**src/rtl/posit_window_serializer.sv**
```systemverilog
// Captures one parallel layer result of NB_POSITS posits and replays it as a
// serial rts/rtr/sow/eow window, accepting the next result on the final beat.
module posit_window_serializer #(
   parameter int POSIT_WIDTH = 4,
   parameter int NB_POSITS   = 16
) (
   input  logic                              clk,
   input  logic                              rst,
   input  logic                              rts_i,
   output logic                              rtr_o,
   input  logic [NB_POSITS*POSIT_WIDTH-1:0]  posits_i,
   input  logic                              rtr_i,
   output logic                              rts_o,
   output logic                              sow_o,
   output logic                              eow_o,
   output logic [POSIT_WIDTH-1:0]            posit_o
);

   localparam int IDX_W = (NB_POSITS > 1) ? $clog2(NB_POSITS) : 1;
   localparam logic [IDX_W-1:0] LAST_IDX = IDX_W'(NB_POSITS - 1);

   typedef enum logic {IDLE = 1'b0, STREAM = 1'b1} state_t;

   state_t                   state_reg, state_next;
   logic [IDX_W-1:0]         index_reg, index_next;
   logic [POSIT_WIDTH-1:0]   bank_reg  [NB_POSITS];
   logic [POSIT_WIDTH-1:0]   posits_in [NB_POSITS];
   logic [POSIT_WIDTH-1:0]   bank_sel;
   logic                     last_beat;
   logic                     load;

   genvar gi;
   generate
      for (gi = 0; gi < NB_POSITS; gi++) begin : g_unpack
         assign posits_in[gi] = posits_i[gi*POSIT_WIDTH +: POSIT_WIDTH];
      end
      if (NB_POSITS == 1) begin : g_sel_single
         assign bank_sel = bank_reg[0];
      end else begin : g_sel_multi
         assign bank_sel = bank_reg[index_reg];
      end
   endgenerate

   assign last_beat = (index_reg == LAST_IDX);
   assign load      = rts_i & rtr_o;

   always_ff @(posedge clk or posedge rst) begin
      if (rst) begin
         state_reg <= IDLE;
         index_reg <= '0;
         for (int k = 0; k < NB_POSITS; k++) begin
            bank_reg[k] <= '0;
         end
      end else begin
         state_reg <= state_next;
         index_reg <= index_next;
         // rtr_o gates load, so the bank only changes when idle or on the last beat
         if (load) begin
            bank_reg <= posits_in;
         end
      end
   end

   always_comb begin
      state_next = state_reg;
      index_next = index_reg;
      case (state_reg)
         IDLE: begin
            if (load) begin
               state_next = STREAM;
               index_next = '0;
            end
         end
         STREAM: begin
            if (rtr_i) begin
               if (last_beat) begin
                  index_next = '0;
                  state_next = load ? STREAM : IDLE;
               end else begin
                  index_next = index_reg + IDX_W'(1);
               end
            end
         end
         default: begin
            state_next = IDLE;
            index_next = '0;
         end
      endcase
   end

   always_comb begin
      rts_o   = (state_reg == STREAM);
      sow_o   = (state_reg == STREAM) && (index_reg == '0);
      eow_o   = (state_reg == STREAM) && last_beat;
      posit_o = (state_reg == STREAM) ? bank_sel : '0;
      // Mealy ready: the final beat frees the bank in the same cycle it drains
      rtr_o   = (state_reg == IDLE) || ((state_reg == STREAM) && last_beat && rtr_i);
   end

endmodule

```
**config.mk**
```make
export PLATFORM = sky130hd
export DESIGN_NAME = posit_window_serializer
export DESIGN_NICKNAME = d
export VERILOG_FILES = /design/src/rtl/posit_window_serializer.sv
export SDC_FILE = /design/constraint.sdc
export NUM_CORES = 1
export LEC_CHECK = 0
export ABC_AREA = 1
export CAP_MARGIN = 20
export CORE_UTILIZATION = 52
export DETAILED_ROUTE_END_ITERATION = 7
export GPL_TIMING_DRIVEN = 0
export PLACE_DENSITY = 0.85
export SETUP_SLACK_MARGIN = 0.3
export SYNTH_ARGS = -nofsm -noshare
export SYNTH_HDL_FRONTEND = slang
export SYNTH_SLANG_ARGS = --single-unit
```
**constraint.sdc**
```tcl
create_clock -name clk -period 2.66 [get_ports clk]
set_clock_uncertainty 0.2 [all_clocks]
set_input_delay 0.532 -clock clk [delete_from_list [all_inputs] [get_ports clk]]
set_output_delay 0.532 -clock clk [all_outputs]
set_load 0.01 [all_outputs]
```
# Yosys cells after proc, flatten, opt, wreduce, memory -nomap -nowiden
# Cells that the tools add are included.
# op_classes
bitwise,3
addsub,1
shift,0
mux,12
eq_ne,3
magnitude_cmp,1
multipliers,0
n_div,0
n_reduce_logical,6
# ops
cell,count
$mux 4,6
$bmux 4 s4,1
$pmux 4 s2,1
$ge 5x5->1 const B,1
$not 4->5,1
$add 4x1->4 const B,1
$eq 4x4->1 const B,1
$logic_not 4->1,1
$ne 2x2->1 const B,2
$logic_and 1x1->1,3
$mux 1,3
$pmux 1 s2,1
$reduce_and 2->1,1
$and 1x1->1,1
$logic_or 1x1->1,1
$not 1->1,1
# totals
mem_bits_ro,0
mem_count,0
in_bits,68
latch_bits,0
mem_bits_rw,0
output_inout_bits,8
ff_bits,69

# Longest topological paths before layout
# logic_depth
depth_word,9
mapped_depth,10
depth_no_buf,8

# Least setup slack after synthesis
# No wires, ideal clock.
# synth_path
path_type,register -> output
startpoint,reg index_reg[1]
endpoint,out posit_o[0]
slack_ns,0.626
path_stages_with_launch,9
n_path_buf,1
required_ns,1.928
arrival_ns,1.302
path_cell_list,dfrtp_1 inv_1 buf_1 nand3_1 nand2_1 nand2_1 nand2_1 inv_1 a21oi_1
# synth_via
elab_chain_cells,5
# synth_lines
element,line_no,rtl
"start, declared",25,"logic [IDX_W-1:0] index_reg, index_next;"
"start signal, assigned",56,index_reg <= index_next;
$not 4->5 (implied by the code),40,assign bank_sel = bank_reg[index_reg];
$bmux 4 s4,40,
$mux 4 (implied by the code) (2 in series),40,
$mux 4,95,posit_o = (state_reg == STREAM) ? bank_sel : '0;
"end, declared",16,output logic [POSIT_WIDTH-1:0] posit_o
# Every way passes these cells. The select of a mux whose other input is x is not followed.

# Worst setup path after layout
# layout_path
startpoint,reg index_reg[0]
endpoint,out posit_o[3]
# The elaborated chain is that of the path after synthesis.

==> summary.md <==
| Metric | Value |
|---|---|
| DP Worst Slack | -0.1936 ns |
| First-pass GRT wire length | 15180 um |
| Wirelength, routed | 9950 um |
| Setup ws final | 0.08603 ns |
| Commonest non-fill, non-tap cell in the layout | nand2_1 |
| HPWL after detailed placement | 6348 um |
| Worst VDD drop | 0.0004364 V |
| Initial antenna violation count | 0 |
| FF+latch area | 1728 um^2 |
| Max-cap viol count | 0 |
| CP startpoint | index_reg[0]$_DFFE_PP0P_ |
| Layout Utilization | 74.01% |
| Layout cells sized above 1 | 27.24% |
| Slew headroom | 61.50% |
| Row count | 30 |
| Multi-input logic area | 1654 um^2 |
| Hold depth | 2 |
| Leakage | 0.002494 uW |
| Wire per inst | 15.21 um |
| Antenna Nets Post-Route | 0 |
| Nets | 624 |
| PortBufs | 74 |
| Worst R2R Start | index_reg[0]$_DFFE_PP0P_ |
| Layout fillers | 498 |
| Power density cells | 978.3 nW/um^2 |
| Worst path buffer plus inverter count | 4 |
| Vias in the first global route | 3262 |
| Vias | 3403 |
| Final min period | 2.574 ns |
| Starting density of the core | 54.14% |
| Global-route usage over all layers | 26.72% |
| Clk sinks | 69 |
| RSZ-0062 raised after global routing | yes |
| Iter 0 DRT Violations | 279 |
| Hold WC Path Type | flop to flop |
| Max reg flops | 64 |
| Clock Latency Late Sink | 0.35 ns |
| Synthesis-to-layout area growth | 36.71% |
| Req. time, crit path | 1.93 ns |
| GRT Residual Overflow | 0 |
| Yosys cell types | 21 |
| Setup crit end kind | primary output |
| Area of the die | 7454 um^2 |
| Final period util | 96.77% |
| N_diodes | 0 |
| CTS H-Tree Depth | 3 |
| Hold buffers post-CTS | 0 |
| TritonCTS clock tree | built |
| Worst reg-to-reg path cell count | 11 |
| Synthesized instance count | 460 |
| Crit-path slowest cell | dfrtp_2 |
| Final hold viol count | 0 |
| Largest net degree at the start of global routing | 45 |
| Worst R2R End | bank_reg[7]$_DFFE_PP0P_ |
| Most frequent cells in the layout | 93 x nand2_1, 68 x dfrtp_1, 67 x clkdlybuf4s50_1 |
| Num CTS Buffers | 9 |
| Clock buffer depth | 2 |
| Final GP Congestion | 0.9562 |
| Arrival time worst endpoint | 1.84 ns |
| Vias/cell | 5.203 |
| Cell mode on critical path | nand2_1 |
| Boundary pin count | 76 |
| Worst-path maximum fanout | 7 |
| FF+latch count, synth | 69 |
| Cell Area, Synth | 3699 um^2 |
| # DRC | 0 |
| Setup violators final | 0 |
| Clk slew on worst S/H paths | 0.07 ns |
| Slew Limit Fails | 0 |
| Hold Path End | bank_reg[23]$_DFFE_PP0P_ |
| Pre-antenna DRT Iters | 5 |
| Critical path's top delay family | buffers and inverters |
| Net count after synthesis | 530 |
| Flop2flop setup slack | 0.37 ns |
| Worst slew pin tran | 0.5763 ns |
| Achievable Freq | 0.3885 GHz |
| Crit-path max cell delay | 0.45 ns |
| Avg Cell Area, Syn | 8.040 um^2 |
| Hold Path Origin | bank_reg[23]$_DFFE_PP0P_ |
| Worst setup SP type | flop |
| Critical path cell sequence | buf_12 > buf_6 > nand2_1 > nand3_1 > nand2_1 > nand2_1 > nand2_1 > inv_1 > a21oi_2 > buf_2 |
| Root Buffer | clkbuf_8 |
| Die height | 86.34 um |
| Setup Crit Path Kind | flop to primary output |
| Core area | 6832 um^2 |
| Status | finished clean |
| Die X | 86.34 um |
| Synth warn | 0 |
| Sequential area share after synthesis | 46.68% |
through the flow:
step | std cells | TNS (ns) | hold WS, ns | area (um^2) | total power (uW)
floorplan | 460 | 0 | 0.2429 | 3702 | 3080
global placement | 630 | -0.7859 | 0.2543 | 4563 | 3663
detailed placement | 631 | -0.7865 | 0.2597 | 4583 | 3741
CTS | 653 | 0 | 0.2756 | 4943 | 4668
global route | 654 | 0 | 0.3080 | 5056 | 5228
finish | 654 | 0 | 0.2847 | 5056 | 4946
layer usage:
metal  vias up  global-route usage, %  part of all wire [%]
met5         -                      0                     0
met4         0                  9.091                   2.4
met3        27                  7.524                   6.2
met2       143                  45.38                    50
met1      1633                  32.81                    41
li1       1600                      -                     -
worst reg2reg max path, stage by stage (launching register included):
cell and delay [ns]:
dfrtp_2 0.45, buf_4 0.15, ha_2 0.19, nand3_2 0.11
nor2_4 0.05, nand2_1 0.10, nand2_4 0.05, buf_4 0.17
nand2_4 0.12, clkbuf_1 0.38, nor2_1 0.14, a21oi_2 0.13
logic make-up after synthesis:
logic type / Yosys count / synth area share (%)
buf+inv: 97 / 11.77
compound gates: 68 / 15.26
fa+ha+maj: 2 / 0.6765
xor+xnor: 2 / 0.4737
simple gates: 222 / 25.14
flops: 69 / 46.68
worst max-delay path by stage:
stage,to,slack (ns),depth (start not counted)
5_1_grt,posit_o[1],0.03,10
2_1_floorplan,posit_o[0],0.63,8
4_1_cts,posit_o[2],0.15,8
3_3_place_gp,posit_o[0],-0.20,9
6_report,posit_o[3],0.09,10
3_5_place_dp,posit_o[3],-0.19,9
where the power goes:
| part | total (uW) | switching [uW] | internal, uW |
|---|---|---|---|
| clock network | 797 | 387 | 410 |
| logic | 2470 | 1440 | 1030 |
| registers | 1680 | 164 | 1520 |
synthesized netlist by cell type:
cell / n / area (um^2)
buf_4: 2 / 15.01
nand2_4: 2 / 22.52
o21ai_0: 3 / 15.01
nor2_2: 7 / 43.79
buf_1: 3 / 11.26
inv_2: 1 / 3.750
ha_1: 2 / 25.02
xnor2_1: 1 / 8.760
buf_6: 8 / 90.09
nor2_1: 66 / 247.7
o22ai_1: 2 / 12.51
nand2_1: 100 / 375.4
a21oi_2: 59 / 516.8
xor2_1: 1 / 8.760
a21oi_1: 4 / 20.02
nand3_2: 1 / 10.01
inv_1: 70 / 262.8
buf_2: 3 / 15.01
clkbuf_1: 10 / 37.54
dfrtp_1: 69 / 1727
nand3_1: 46 / 230.2
layout make-up:
type / instances / share of cell area (%)
tap: 96 / 2.376
multi-input combinational: 294 / 32.71
clock buffer: 14 / 3.415
clock inverter: 1 / 0.09899
sequential: 69 / 34.17
buffer: 26 / 4.999
timing repair buffer: 83 / 16.88
inverter: 71 / 5.345
repair_timing:
item | in CTS | in global routing
cloned | 1 | 1
pin swaps | 10 | 20
setup buffers | 6 | 0
gates resized for setup | 59 | 35
setup endpoints to repair | 7 | 26
endpoints found under the hold margin | 0 | 0
Note: power is estimated with default switching activity, not from simulation.
